### config.mk
export PLATFORM = sky130hd
export DESIGN_NAME = acia_tx_fifo
export DESIGN_NICKNAME = d
export VERILOG_FILES = /design/src/rtl/acia_tx_fifo.sv
export SDC_FILE = /design/constraint.sdc
export NUM_CORES = 1
export LEC_CHECK = 0
export ABC_CLOCK_PERIOD_IN_PS = 2960
export BUFFER_PORTS_ARGS = -buffer_cell sky130_fd_sc_hd__buf_4
export CAP_MARGIN = 0
export CORE_MARGIN = 2
export CORE_UTILIZATION = 59
export DETAILED_ROUTE_END_ITERATION = 12
export GPL_TIMING_DRIVEN = 1
export PLACE_DENSITY = 0.79
export SYNTH_ARGS = -nofsm -noshare
export SYNTH_HDL_FRONTEND = slang
export SYNTH_SLANG_ARGS = --single-unit
### constraint.sdc
create_clock -name BCLK -period 2.96 [get_ports BCLK]
set_clock_uncertainty 0.15 [all_clocks]
set_input_delay 0.148 -clock BCLK [delete_from_list [all_inputs] [get_ports BCLK]]
set_output_delay 0.148 -clock BCLK [all_outputs]
set_load 0.03 [all_outputs]
### src/rtl/acia_tx_fifo.sv
// acia_tx_fifo
// 6551-style ACIA transmitter with an integrated transmit FIFO. Everything
// runs on BCLK (16x baud). Words of 5..8 bits are framed with an optional
// odd/even/mark/space parity bit and 1, 1.5 or 2 stop bits. Also handles
// CTS flow control and break generation.
//
// Ports:
//   BCLK, RESET         16x baud clock; asynchronous active-low reset
//   WR_DATA, WR_EN      enqueue port (one word per cycle)
//   FULL, EMPTY, LEVEL  registered FIFO status
//   DROP                one-cycle pulse after a write rejected while FULL
//   R_WL, R_PME, R_PMC  word length, parity enable, parity mode
//   R_SBN               stop-bit select
//   BREAK, CTSB         break request; clear-to-send (active low)
//   TX, BUSY            registered serial output; frame/break in progress
module acia_tx_fifo #(
    parameter int DEPTH = 4,
    parameter int LVL_W = $clog2(DEPTH + 1)
) (
    input  logic             BCLK,
    input  logic             RESET,
    input  logic [7:0]       WR_DATA,
    input  logic             WR_EN,
    output logic             FULL,
    output logic             EMPTY,
    output logic [LVL_W-1:0] LEVEL,
    output logic             DROP,
    input  logic [1:0]       R_WL,
    input  logic             R_PME,
    input  logic [1:0]       R_PMC,
    input  logic             R_SBN,
    input  logic             BREAK,
    input  logic             CTSB,
    output logic             TX,
    output logic             BUSY
);
    localparam int PTR_W = (DEPTH > 1) ? $clog2(DEPTH) : 1;

    typedef enum logic [2:0] {
        S_IDLE, S_START, S_DATA, S_PARITY, S_STOP, S_BRK, S_BRKEND
    } state_t;

    // Last tick index of the stop period (S-1).
    function automatic logic [4:0] stop_last(input logic sbn, input logic [1:0] wl,
                                             input logic pme);
        logic [4:0] v;
        if (!sbn)
            v = 5'd15;
        else if (wl == 2'b11 && !pme)
            v = 5'd23;
        else if (wl == 2'b00 && pme)
            v = 5'd15;
        else
            v = 5'd31;
        return v;
    endfunction

    function automatic logic parity_bit(input logic [1:0] pmc, input logic par);
        logic b;
        case (pmc)
            2'b00:   b = ~par;
            2'b01:   b = par;
            2'b10:   b = 1'b1;
            default: b = 1'b0;
        endcase
        return b;
    endfunction

    logic [7:0]       mem [DEPTH];
    logic [PTR_W-1:0] wr_ptr, rd_ptr;
    logic [LVL_W-1:0] count, count_d;
    logic             push, load;

    state_t           state, state_d;
    logic [4:0]       tick, tick_d;
    logic [2:0]       bitn, bitn_d;
    logic [7:0]       shift, shift_d;
    logic             par, par_d;
    logic [1:0]       wl_q, wl_d, pmc_q, pmc_d;
    logic             pme_q, pme_d, sbn_q, sbn_d;
    logic             tx_d, load_ok;
    logic [2:0]       wl_last;

    assign push    = WR_EN && !FULL;
    assign load_ok = !EMPTY && !CTSB && !BREAK;
    assign wl_last = 3'd7 - {1'b0, wl_q};
    assign LEVEL   = count;

    always_comb begin
        count_d = count;
        if (push && !load)
            count_d = count + LVL_W'(1);
        else if (!push && load)
            count_d = count - LVL_W'(1);
    end

    // Next-state, shift/parity and frame-setting update.
    always_comb begin
        state_d = state;
        tick_d  = tick + 5'd1;
        bitn_d  = bitn;
        shift_d = shift;
        par_d   = par;
        wl_d    = wl_q;
        pmc_d   = pmc_q;
        pme_d   = pme_q;
        sbn_d   = sbn_q;
        load    = 1'b0;

        case (state)
            S_IDLE: begin
                tick_d = 5'd0;
                if (load_ok)
                    load = 1'b1;
                else if (BREAK)
                    state_d = S_BRK;
            end
            S_START: begin
                if (tick == 5'd15) begin
                    state_d = S_DATA;
                    tick_d  = 5'd0;
                end
            end
            S_DATA: begin
                if (tick == 5'd15) begin
                    tick_d  = 5'd0;
                    par_d   = par ^ shift[0];
                    shift_d = {1'b0, shift[7:1]};
                    if (bitn == wl_last)
                        state_d = pme_q ? S_PARITY : S_STOP;
                    else
                        bitn_d = bitn + 3'd1;
                end
            end
            S_PARITY: begin
                if (tick == 5'd15) begin
                    state_d = S_STOP;
                    tick_d  = 5'd0;
                end
            end
            S_STOP: begin
                // Last stop tick is the only mid-frame point where CTSB and
                // BREAK are looked at, so frames are never truncated.
                if (tick == stop_last(sbn_q, wl_q, pme_q)) begin
                    tick_d = 5'd0;
                    if (load_ok)
                        load = 1'b1;
                    else if (BREAK)
                        state_d = S_BRK;
                    else
                        state_d = S_IDLE;
                end
            end
            S_BRK: begin
                tick_d = 5'd0;
                if (!BREAK)
                    state_d = S_BRKEND;
            end
            S_BRKEND: begin
                if (tick == 5'd15) begin
                    state_d = S_IDLE;
                    tick_d  = 5'd0;
                end
            end
            default: state_d = S_IDLE;
        endcase

        // Frame load: pop the head and latch the frame format for this word.
        if (load) begin
            state_d = S_START;
            tick_d  = 5'd0;
            bitn_d  = 3'd0;
            shift_d = mem[rd_ptr];
            par_d   = 1'b0;
            wl_d    = R_WL;
            pmc_d   = R_PMC;
            pme_d   = R_PME;
            sbn_d   = R_SBN;
        end

        // TX is registered from the next state so the pin never glitches.
        case (state_d)
            S_START:  tx_d = 1'b0;
            S_DATA:   tx_d = shift_d[0];
            S_PARITY: tx_d = parity_bit(pmc_d, par_d);
            S_BRK:    tx_d = 1'b0;
            default:  tx_d = 1'b1;
        endcase
    end

    always_ff @(posedge BCLK or negedge RESET) begin
        if (!RESET) begin
            state  <= S_IDLE;
            tick   <= 5'd0;
            bitn   <= 3'd0;
            wr_ptr <= '0;
            rd_ptr <= '0;
            count  <= '0;
            FULL   <= 1'b0;
            EMPTY  <= 1'b1;
            DROP   <= 1'b0;
            TX     <= 1'b1;
            BUSY   <= 1'b0;
        end else begin
            state  <= state_d;
            tick   <= tick_d;
            bitn   <= bitn_d;
            if (push)
                wr_ptr <= wr_ptr + PTR_W'(1);
            if (load)
                rd_ptr <= rd_ptr + PTR_W'(1);
            count  <= count_d;
            FULL   <= (count_d == LVL_W'(DEPTH));
            EMPTY  <= (count_d == '0);
            DROP   <= WR_EN && FULL;
            TX     <= tx_d;
            BUSY   <= (state_d != S_IDLE);
        end
    end

    always_ff @(posedge BCLK) begin
        if (push)
            mem[wr_ptr] <= WR_DATA;
        shift <= shift_d;
        par   <= par_d;
        wl_q  <= wl_d;
        pmc_q <= pmc_d;
        pme_q <= pme_d;
        sbn_q <= sbn_d;
    end

endmodule

=== Word-level counts from Yosys, hierarchy flattened ===
Memories as Yosys holds them, arrays and structs flattened.
Cells that the tools add are included.

* Register bits: 38
* Latch bits: 0
* Memory bits (writable): 32
* Memory bits (read-only): 0
* Input port bits: 19
* Output and inout port bits: 8
* Logic and storage cells: 115
* Memories: 1

* $add $sub $neg: 7
* Multipliers: 0
* Div/mod/pow operators: 0
* $lt $le $gt $ge: 0
* Equality and inequality tests: 18
* Shift-type cells: 0
* Muxes and demuxes: 42
* Bitwise gates (word level): 2
* Reduce and logical (&&, ||, !) cells: 27

{| class="wikitable"
|+ Memory list
! memory !! depth !! bits a word !! rd ports !! clocked after memory_dff !! write ports !! RTL line !! text
|-
| mem || 4 || 8 || 1 || 0 || 1 || 69 || <nowiki>logic [7:0] mem [DEPTH];</nowiki>
|}

{| class="wikitable"
|+ Operators by type and width
! operator !! number
|-
| $mux W3 || 19
|-
| $mux W5 || 7
|-
| $mux W8 || 3
|-
| $pmux W3 S7 || 1
|-
| $eq A3 B3 Y1 const B || 5
|-
| $pmux W5 S3 || 1
|-
| $eq A3 B2 Y1 const B || 4
|-
| $logic_and A1 B1 Y1 || 8
|-
| $logic_not A1 Y1 || 7
|-
| $mux W1 || 7
|-
| $add A3 B1 Y3 const B || 2
|-
| $eq A3 B1 Y1 const B || 2
|-
| $logic_not A3 Y1 || 2
|-
| $pmux W1 S3 || 2
|-
| $add A5 B1 Y5 const B || 1
|-
| $eq A5 B4 Y1 const B || 1
|-
| $eq A5 B5 Y1 || 1
|-
| $add A2 B1 Y2 const B || 2
|-
| $eq A2 B2 Y1 const B || 2
|-
| $logic_not A2 Y1 || 2
|-
| $reduce_bool A2 Y1 || 2
|-
| $reduce_or A2 Y1 || 2
|-
| $reduce_or A4 Y1 || 1
|-
| $eq A3 B3 Y1 || 1
|-
| other kinds (11) || 11
|}

=== Logic depth before layout (Yosys ltp) ===
Gate-level depths: netlist (run 1).

* Depth after elaboration: 13
* Gate-level depth with buffers: 11
* Gate-level depth less buffers: 10

=== Least setup slack after synthesis (run 1) ===
Ideal clock, no wire load.

* Kind: reg-to-reg
* Start: register tick[0]
* End: register BUSY
* Library setup time: 131 ps
* Arrival time: 2,083 ps
* Data required time: 2,679 ps
* Slack: 596 ps
* Stages on the path, launching flop included: 11
* Buffers on the path: 1
* Clock period less this slack: 2,364 ps
* Cell sequence: dfrtp_1 -> ha_1 -> nand3_1 -> inv_1 -> ha_1 -> nor2b_1 -> and3_1 -> buf_1 -> o2111ai_1 -> o211ai_1 -> or3_1

* Longest elaborated chain between the ends: 5
* Elaborated cells on any way between the ends: 12
* Those cells by class: eq/ne (2); mux (9); reduce/logical (1)

{| class="wikitable"
|+ Ends and longest elaborated chain
! what !! RTL line !! text
|-
| start: declaration || 75 || <nowiki>logic [4:0] tick, tick_d;</nowiki>
|-
| start signal: assignment || 206 || <nowiki>tick <= tick_d;</nowiki>
|-
| $eq A5 B4 Y1 or $eq A5 B5 Y1 (tied branches) || n/a ||
|-
| $mux W3, or another cell as far along || 160 || <nowiki>if (tick == 5'd15) begin</nowiki>
|-
| $pmux W3 S7 or $pmux W1 S2 (tied branches) || 110 || <nowiki>case (state)</nowiki>
|-
| $mux W3 (*) || 169 || <nowiki>if (load) begin</nowiki>
|-
| net state_d[0] || 74 || <nowiki>state_t state, state_d;</nowiki>
|-
| $reduce_bool A3 Y1 (*) || 217 || <nowiki>BUSY <= (state_d != S_IDLE);</nowiki>
|-
| end signal: assignment || 217 ||
|-
| end: declaration || 35 || <nowiki>output logic BUSY</nowiki>
|}

The timed path passes the listed nets; every way through them passes the cells marked *.
A chain may end at the register's enable or synchronous reset.

=== Worst setup path after layout (run 1) ===
Same ends and word-level chain as after synthesis.

==> flow_summary.json, run 1 <==
{
  "grt_pass1_wl_mm": 10.0,
  "n_fill_cell": 349,
  "rsz0062_at_grt": "false",
  "multi_input_area_um2": 1190,
  "dr.pass1.iters": 4,
  "final_cell_count_no_fill": 361,
  "internal_power_mw": 2.08,
  "cts_buffer_depth": 2,
  "seq_power_share_pct": 47.1,
  "drtIter0Drc": 112,
  "cp_top_family": "simple AND/OR/NAND/NOR gates",
  "synth_edf_count": 43,
  "start_util_pct": 62.0,
  "fp.dieW_um": 78.0,
  "rows": 26,
  "regArea_um2": 1950,
  "final_area_um2": 3810,
  "vdd_ir_drop_max_mv": 0.500,
  "async_reset_ff_share_pct": 32.9,
  "worst_pin_slew_ps": 710,
  "syn-cell-area_um2": 3230,
  "dieArea_um2": 6080,
  "io_buffers": 26,
  "drive_above_1_share_pct": 22.0,
  "synthSimpleGateAreaFrac_pct": 12.5,
  "path_class": "reg -> reg",
  "max_freq_mhz": 391,
  "syn_nets": 268,
  "synth_area_per_cell_um2": 13.5,
  "final_antenna_net_count": 0,
  "grt_max_degree": 24,
  "viasPerCell": 5.47,
  "clkSlewWorstSetupHoldPaths_ps": 80,
  "cellLeakagePower_nw": 1.44,
  "cts_buffers": 9,
  "core_area_um2": 5200,
  "final_util_pct": 73.2,
  "htreeDepth": 3,
  "synth.distinct_cells": 57,
  "gr-total-overflow": 0,
  "placed_area_um2": 3490,
  "cts_tree": "yes",
  "slowest_delay_ps": 390,
  "worstPathRequired_ps": 3040,
  "cts_setup_buffers": 0,
  "period_share_pct": 86.5,
  "hold_path.class": "in -> async",
  "p_clk_share_pct": 20.8,
  "clock_sinks": 70,
  "gp_congestion": 0.785,
  "grt_usage_pct": 22.3,
  "pre_cts_ws_ps": 406,
  "p_per_area_nw_per_um2": 838,
  "cp-start-kind": "register",
  "setup_viol": 0,
  "slew_violations": 0,
  "setup_tns_ps": 0,
  "synth_top_family_by_area": "simple AND/OR/NAND/NOR gates",
  "synth.mux.area_fraction_pct": 7.56,
  "ctsResizeCount": 0,
  "final.min_clock_period_ps": 2560,
  "fin_ws_ps": 401,
  "p_sw_mw": 1.11,
  "clk_latency_ps": 350,
  "layout_commonest_cell": "edfxtp_1",
  "ys_seq_elements": 70,
  "fin_nets": 315,
  "dp.cells": 329,
  "path_max_fanout": 9,
  "n_antenna_cell": 0,
  "worstPathArrival_ps": 2640,
  "area_growth_pct": 18.1,
  "synth_compound_area_share_pct": 9.31,
  "final_cell_mix": "43 x edfxtp_1, 28 x buf_4, 21 x dfrtp_1",
  "wl_mm": 5.85,
  "ctsRootBufferMaster": "clkbuf_8",
  "synth_warnings": 0,
  "grt_pass1_vias": 2039,
  "pin_count": 27,
  "pwr-share-comb_pct": 32.1,
  "path_cells": "ha_1 > nand3_1 > inv_1 > ha_1 > nor2b_1 > and3_1 > o2111ai_1 > o211ai_1 > or3_1",
  "max_slew_margin_pct": 52.6,
  "drv_cap": 0,
  "syn_inst": 239,
  "drc_errors": 0,
  "status": "finished clean",
  "crit_path_top_delay_cell": "dfrtp_1",
  "finalHoldViolCount": 0,
  "drt-wirelength-per-cell_um": 16.2,
  "finalPower_mw": 3.20,
  "synth-seq-area-share_pct": 60.4,
  "post-dp-hpwl_mm": 3.84,
  "synthAdderAreaFrac_pct": 3.88,
  "crit_path_end_kind": "register",
  "holdWs_ps": 70.9,
  "die_h_um": 78.0,
  "crit_buf_inv": 1,
  "vias": 1976,
  "p_sw_share_pct": 34.8,
  "synthFlopType": "edfxtp_1",
  "cpMostUsedCell": "ha_1",
  "grt_antenna_before_repair": 0,
  "synth_xor_area_share_pct": 3.76
}
[kinds of logic (layout without fill, tap and decap cells)]
logic type      Yosys count  in the layout
compound gates           45             45
xor+xnor                 13             13
fa+ha+maj                10             10
buf+inv                  20             72
flops                    70             70
mux                      14             14
simple gates             67             67
[metal layers]
layer	up-vias	routed length, um	global-route usage (%)	share of wire, %
met5	-	0	0	0
met4	0	101	8.42	1.7
met3	9	188	6.05	3.2
met2	30	3020	36.6	52
met1	954	2540	28.6	43
li1	983	-	-	-
[worst paths after layout]
check | start | end | slack (ps) | depth (start not counted)
setup reg to reg | tick[0] | BUSY | 400 | 9
hold reg to reg | tick[0] | tick[0] | 310 | 1
max in group asynchronous | RESET | EMPTY | 2290 | 2
hold / removal | RESET | bitn[0] | 70 | 2
min in group BCLK | CTSB | shift[0] | 70 | 4
setup / recovery | tick[0] | BUSY | 400 | 9
[registers in the layout, indices dropped and copies added (netlist names), 2 cells and up]
name    cells
mem        32
shift       8
tick        5
LEVEL       3
bitn        3
state       3
pmc_q       2
rd_ptr      2
wl_q        2
wr_ptr      2
[final cells by class]
class,instances,area share [%]
multi-input combinational,149,31.3
sequential,70,51.1
timing repair buffer,44,9.72
inverter,12,1.18
clock buffer,10,3.35
tap,70,2.30
clock inverter,6,0.985
[power by group through the flow]
| stage | Sequential, mW | Clock, mW | Combinational (mW) |
|---|---|---|---|
| finish | 1.50 | 0.665 | 1.03 |
| global route | 1.54 | 0.721 | 1.15 |
| CTS | 1.51 | 0.665 | 1.03 |
| detailed placement | 1.53 | 0 | 1.01 |
| global placement | 1.52 | 0 | 0.987 |
| floorplan | 1.51 | 0 | 0.735 |
[cell usage after synthesis (2+ instances only)]
cell type / number / share of area [%]
a211oi_1: 2 / 0.47
nor4bb_1: 2 / 0.62
a21oi_1: 14 / 2.2
nand3_1: 3 / 0.47
mux4_2: 8 / 5.6
and2_1: 5 / 0.97
nand2b_1: 3 / 0.58
a31oi_1: 2 / 0.39
nor2b_1: 6 / 1.2
mux2i_1: 3 / 0.93
nor2_1: 14 / 1.6
edfxtp_1: 43 / 40
xnor2_1: 10 / 2.7
inv_1: 11 / 1.3
a22o_1: 6 / 1.6
and3_1: 3 / 0.58
mux2_2: 3 / 1.0
xor2_1: 2 / 0.54
dfstp_2: 2 / 1.6
dfxtp_1: 4 / 2.5
nand2_1: 12 / 1.4
nand3b_1: 4 / 0.93
dfrtp_1: 21 / 16
clkbuf_1: 4 / 0.47
buf_1: 2 / 0.23
o21ai_0: 8 / 1.2
ha_1: 10 / 3.9
or3_1: 3 / 0.58
[timing repair]
action,CTS,global route
hold endpoints to repair,62,0
hold buffers,16,0
endpoints found under the setup margin,0,0
(Power assumes the default switching activity.)
==> run 2, diff against run 1 <==
--- a/config.mk
+++ b/config.mk
@@ -9,10 +9,12 @@
 export BUFFER_PORTS_ARGS = -buffer_cell sky130_fd_sc_hd__buf_4
 export CAP_MARGIN = 0
 export CORE_MARGIN = 2
-export CORE_UTILIZATION = 59
+export CORE_UTILIZATION = 62
+export CTS_BUF_LIST = sky130_fd_sc_hd__clkbuf_8
 export DETAILED_ROUTE_END_ITERATION = 12
 export GPL_TIMING_DRIVEN = 1
-export PLACE_DENSITY = 0.79
+export MAX_ROUTING_LAYER = met4
+export PLACE_DENSITY = 0.82
 export SYNTH_ARGS = -nofsm -noshare
 export SYNTH_HDL_FRONTEND = slang
 export SYNTH_SLANG_ARGS = --single-unit
==> flow_summary.json, run 2 (same netlist as run 1, synthesis figures left out) <==
{
  "ctsResizeCount": 0,
  "dieArea_um2": 5800,
  "finalPower_mw": 3.37,
  "fin_nets": 315,
  "fin_ws_ps": 287,
  "ctsRootBufferMaster": "clkbuf_8",
  "status": "finished clean",
  "pin_count": 27,
  "rsz0062_at_grt": "false",
  "rows": 26,
  "wl_mm": 6.04,
  "grt_pass1_wl_mm": 10.2,
  "final_antenna_net_count": 0,
  "area_growth_pct": 19.5,
  "worstPathRequired_ps": 3070,
  "regMostFlops": "mem",
  "final_cell_mix": "43 x edfxtp_1, 28 x buf_4, 21 x dfrtp_1",
  "grt_max_degree": 24,
  "vias": 2038,
  "setup_tns_ps": 0,
  "n_fill_cell": 316,
  "start_util_pct": 63.6,
  "final.min_clock_period_ps": 2670,
  "drtIter0Drc": 218,
  "grt_usage_pct": 23.5,
  "clk_latency_ps": 350,
  "drc_errors": 0,
  "fp.dieW_um": 76.1,
  "grt_antenna_before_repair": 0,
  "cts_setup_buffers": 0,
  "finalHoldViolCount": 0,
  "worstPathArrival_ps": 2780,
  "viasPerCell": 5.66,
  "cts_buffer_depth": 2,
  "max_slew_margin_pct": 52.9,
  "dr.pass1.iters": 4,
  "crit_path_end_kind": "register",
  "pre_cts_ws_ps": 346,
  "gp_congestion": 0.817,
  "hold_path.class": "in -> async",
  "cts_buffers": 9,
  "max_freq_mhz": 374,
  "p_per_area_nw_per_um2": 873,
  "clock_sinks": 70,
  "n_antenna_cell": 0,
  "clkSlewWorstSetupHoldPaths_ps": 80,
  "io_buffers": 26,
  "core_area_um2": 5070,
  "post-dp-hpwl_mm": 3.90,
  "grt_pass1_vias": 2163,
  "htreeDepth": 3,
  "worst_pin_slew_ps": 705,
  "cp-start-kind": "register",
  "period_share_pct": 90.3,
  "drv_cap": 0,
  "die_h_um": 76.1,
  "cellLeakagePower_nw": 1.46,
  "gr-total-overflow": 0,
  "layout_commonest_cell": "edfxtp_1",
  "top_regs": "mem x32, shift x8, tick x5",
  "cts_tree": "yes",
  "largest_register_ffs": 32,
  "drt-wirelength-per-cell_um": 16.8,
  "slew_violations": 0,
  "path_max_fanout": 9,
  "vdd_ir_drop_max_mv": 0.566,
  "path_class": "reg -> reg",
  "drive_above_1_share_pct": 22.1,
  "setup_viol": 0
}
-- run 2: cell count changes in the layout (fill, tap and decap cells not counted), sizes merged --
cell    before  now
clkinv       3    2
inv         13   12
clkbuf      10    9
bufinv       0    2
-- run 2: path summary, 6_finish.rpt --
path | startpoint | end | slack, ps | cells past startpoint
setup / recovery | tick[0] | TX | 290 | 10
hold / removal | RESET | bitn[1] | 80 | 2
setup reg to reg | tick[0] | TX | 290 | 10
hold reg to reg | tick[0] | tick[0] | 310 | 1
max in group asynchronous | RESET | EMPTY | 2280 | 2
min in group BCLK | CTSB | LEVEL[1] | 90 | 4
-- run 2: routing by layer --
| metal | track usage, % | share of wire (%) | vias to the layer above |
|---|---|---|---|
| li1 | - | - | 986 |
| met1 | 28.4 | 44 | 982 |
| met2 | 39.0 | 51 | 60 |
| met3 | 4.38 | 4.2 | 10 |
| met4 | 10.7 | 1.5 | 0 |
| met5 | - | 0 | - |
-- run 2: report_power, final --
| group | total (mW) | internal [mW] | switching, mW |
|---|---|---|---|
| combinational | 1.03 | 0.485 | 0.546 |
| clock | 0.831 | 0.468 | 0.363 |
| sequential | 1.51 | 1.30 | 0.209 |
| total | 3.37 | 2.25 | 1.12 |
-- run 2: area by class of cell --
| type | instances | area (um^2) | share of cell area (%) |
|---|---|---|---|
| clock buffer | 9 | 124 | 3.21 |
| clock inverter | 6 | 87.6 | 2.27 |
| inverter | 12 | 45.0 | 1.17 |
| multi-input combinational | 149 | 1190 | 30.9 |
| sequential | 70 | 1950 | 50.5 |
| tap | 70 | 87.6 | 2.27 |
| timing repair buffer | 44 | 370 | 9.60 |
-- run 2: per-stage QoR --
stage	hold slack, ps	util, %	instance area [um^2]	instances
final	78.0	76.0	3860	360
after global routing	109	76.0	3860	360
after CTS	86.1	76.0	3860	360
after detailed placement	-85.3	68.7	3490	329
after global placement	-87.6	68.7	3490	329
after floorplan	-298	-	3230	239
-- run 2: worst max-delay path, cell delays in order (launching register included) --
cell	delay [ps]
dfrtp_1	370
ha_1	210
nand3_1	140
inv_1	90
ha_1	290
nor2b_1	250
and3_1	370
nor2_1	70
a21oi_1	180
nor4bb_1	390
a21oi_1	90
-- run 2: what timing repair did --
item                                    CTS  global route
endpoints found under the hold margin    62             0
endpoints found under the setup margin    0             0
hold buffers                             16             0
==> run 3, diff against run 2 <==
--- a/config.mk
+++ b/config.mk
@@ -8,6 +8,7 @@
 export ABC_CLOCK_PERIOD_IN_PS = 2960
 export BUFFER_PORTS_ARGS = -buffer_cell sky130_fd_sc_hd__buf_4
 export CAP_MARGIN = 0
+export CORE_ASPECT_RATIO = 1.2
 export CORE_MARGIN = 2
 export CORE_UTILIZATION = 62
 export CTS_BUF_LIST = sky130_fd_sc_hd__clkbuf_8
==> flow_summary.json, run 3 (same netlist as run 1, synthesis figures left out) <==
{
  "status": "finished clean",
  "wl_mm": 5.90,
  "dp.cells": 319,
  "max_freq_mhz": 388,
  "clk_latency_ps": 350,
  "period_share_pct": 87.1,
  "placed_area_um2": 3470,
  "vias": 2080,
  "final_antenna_net_count": 0,
  "grt_pass1_vias": 2072,
  "p_per_area_nw_per_um2": 858,
  "max_slew_margin_pct": 53.2,
  "setup_tns_ps": 0,
  "worstPathRequired_ps": 3070,
  "die_h_um": 83.0,
  "ctsResizeCount": 0,
  "holdWs_ps": 79.9,
  "io_buffers": 26,
  "vdd_ir_drop_max_mv": 0.782,
  "cp-start-kind": "register",
  "final_cell_mix": "43 x edfxtp_1, 28 x buf_4, 21 x dfrtp_1",
  "path_max_fanout": 9,
  "pwr-share-comb_pct": 31.5,
  "r2r_slack_ps": 380,
  "cts_buffer_depth": 2,
  "clock_sinks": 70,
  "cts_tree": "yes",
  "final_cell_count_no_fill": 351,
  "worst_pin_slew_ps": 700,
  "p_sw_mw": 1.11,
  "postCtsHoldBufs": 16,
  "slew_violations": 0,
  "drc_errors": 0,
  "rows": 28,
  "area_growth_pct": 18.4,
  "hold_path.class": "in -> async",
  "crit_path_top_delay_cell": "and3_1",
  "seq_power_share_pct": 45.9,
  "fp.dieW_um": 69.9,
  "grt_antenna_before_repair": 0,
  "rsz0062_at_grt": "false",
  "drv_cap": 0,
  "post-dp-hpwl_mm": 4.05,
  "clkSlewWorstSetupHoldPaths_ps": 80,
  "core_area_um2": 4970,
  "gr-total-overflow": 0,
  "p_clk_share_pct": 22.7,
  "internal_power_mw": 2.17,
  "cts_setup_buffers": 0,
  "htreeDepth": 3,
  "finalHoldViolCount": 0,
  "worstPathArrival_ps": 2690,
  "grt_usage_pct": 22.2,
  "final_area_um2": 3820,
  "path_cells": "ha_1 > nand3_1 > inv_1 > ha_1 > nor2b_1 > and3_1 > nor2_1 > a21oi_1 > nor4bb_1 > a21oi_1",
  "regMostFlops": "mem",
  "top_regs": "mem x32, shift x8, tick x5",
  "cts_buffers": 9,
  "grt_max_degree": 24,
  "drt-wirelength-per-cell_um": 16.8,
  "viasPerCell": 5.93,
  "fin_nets": 315,
  "gp_congestion": 0.894,
  "ctsRootBufferMaster": "clkbuf_8",
  "p_sw_share_pct": 33.9,
  "slowest_delay_ps": 380,
  "layout_commonest_cell": "edfxtp_1",
  "final_util_pct": 76.8,
  "largest_register_ffs": 32,
  "final.min_clock_period_ps": 2580,
  "n_fill_cell": 308,
  "n_antenna_cell": 0,
  "crit_path_end_kind": "register",
  "drive_above_1_share_pct": 21.6,
  "dieArea_um2": 5800,
  "pin_count": 27,
  "drtIter0Drc": 158,
  "start_util_pct": 64.9,
  "grt_pass1_wl_mm": 9.64,
  "dr.pass1.iters": 4,
  "setup_viol": 0,
  "cellLeakagePower_nw": 1.46,
  "path_class": "reg -> reg"
}
==> run 3: cell count changes in the layout (fill, tap and decap cells not counted), sizes merged <==
cell      change
bufinv        -1
clkinv        +3
clkinvlp      -2
inv           +1
==> run 3: final cells by class <==
class | count | area, um^2 | share of cell area [%]
sequential | 70 | 1950 | 51.0
clock buffer | 9 | 124 | 3.24
multi-input combinational | 149 | 1190 | 31.2
inverter | 12 | 45.0 | 1.18
clock inverter | 7 | 63.8 | 1.67
timing repair buffer | 44 | 370 | 9.69
tap | 60 | 75.1 | 1.96
==> run 3: worst max-delay path: cells and delay by family (launching register included) <==
family                     cells  cell delay [ps]
AOI/OAI and AO/OA              2              250
buffers and inverters          1               90
adders and majority gates      2              490
and+or+nand+nor                5             1130
DFF                            1              370
==> run 3: layer usage <==
layer / up-vias / GRT usage [%] / share of wire [%]
li1: 985 / - / -
met1: 1028 / 26.8 / 43
met2: 53 / 36.5 / 51
met3: 14 / 3.88 / 3.5
met4: 0 / 9.97 / 2.6
met5: - / - / 0
==> run 3: worst paths after layout <==
check	start	to	cells past startpoint
max in group asynchronous	RESET	EMPTY	2
hold reg to reg	tick[0]	tick[0]	1
hold / removal	RESET	BUSY	2
min in group BCLK	CTSB	rd_ptr[0]	4
setup reg to reg	tick[0]	TX	10
setup / recovery	tick[0]	TX	10
==> run 3: metrics by stage <==
step,worst slack [ps],total power [mW]
3_3_place_gp,491,2.50
4_1_cts,368,3.29
3_5_place_dp,358,2.54
5_1_grt,92.8,3.46
6_report,382,3.28
2_1_floorplan,596,2.25
==> run 3: power by group through the flow <==
| stage | combinational [mW] | clock (mW) | sequential (mW) |
|---|---|---|---|
| after detailed placement | 1.01 | 0 | 1.53 |
| after global placement | 0.991 | 0 | 1.51 |
| after floorplan | 0.735 | 0 | 1.51 |
| after global routing | 1.14 | 0.785 | 1.54 |
| final | 1.03 | 0.743 | 1.50 |
| after CTS | 1.04 | 0.745 | 1.51 |
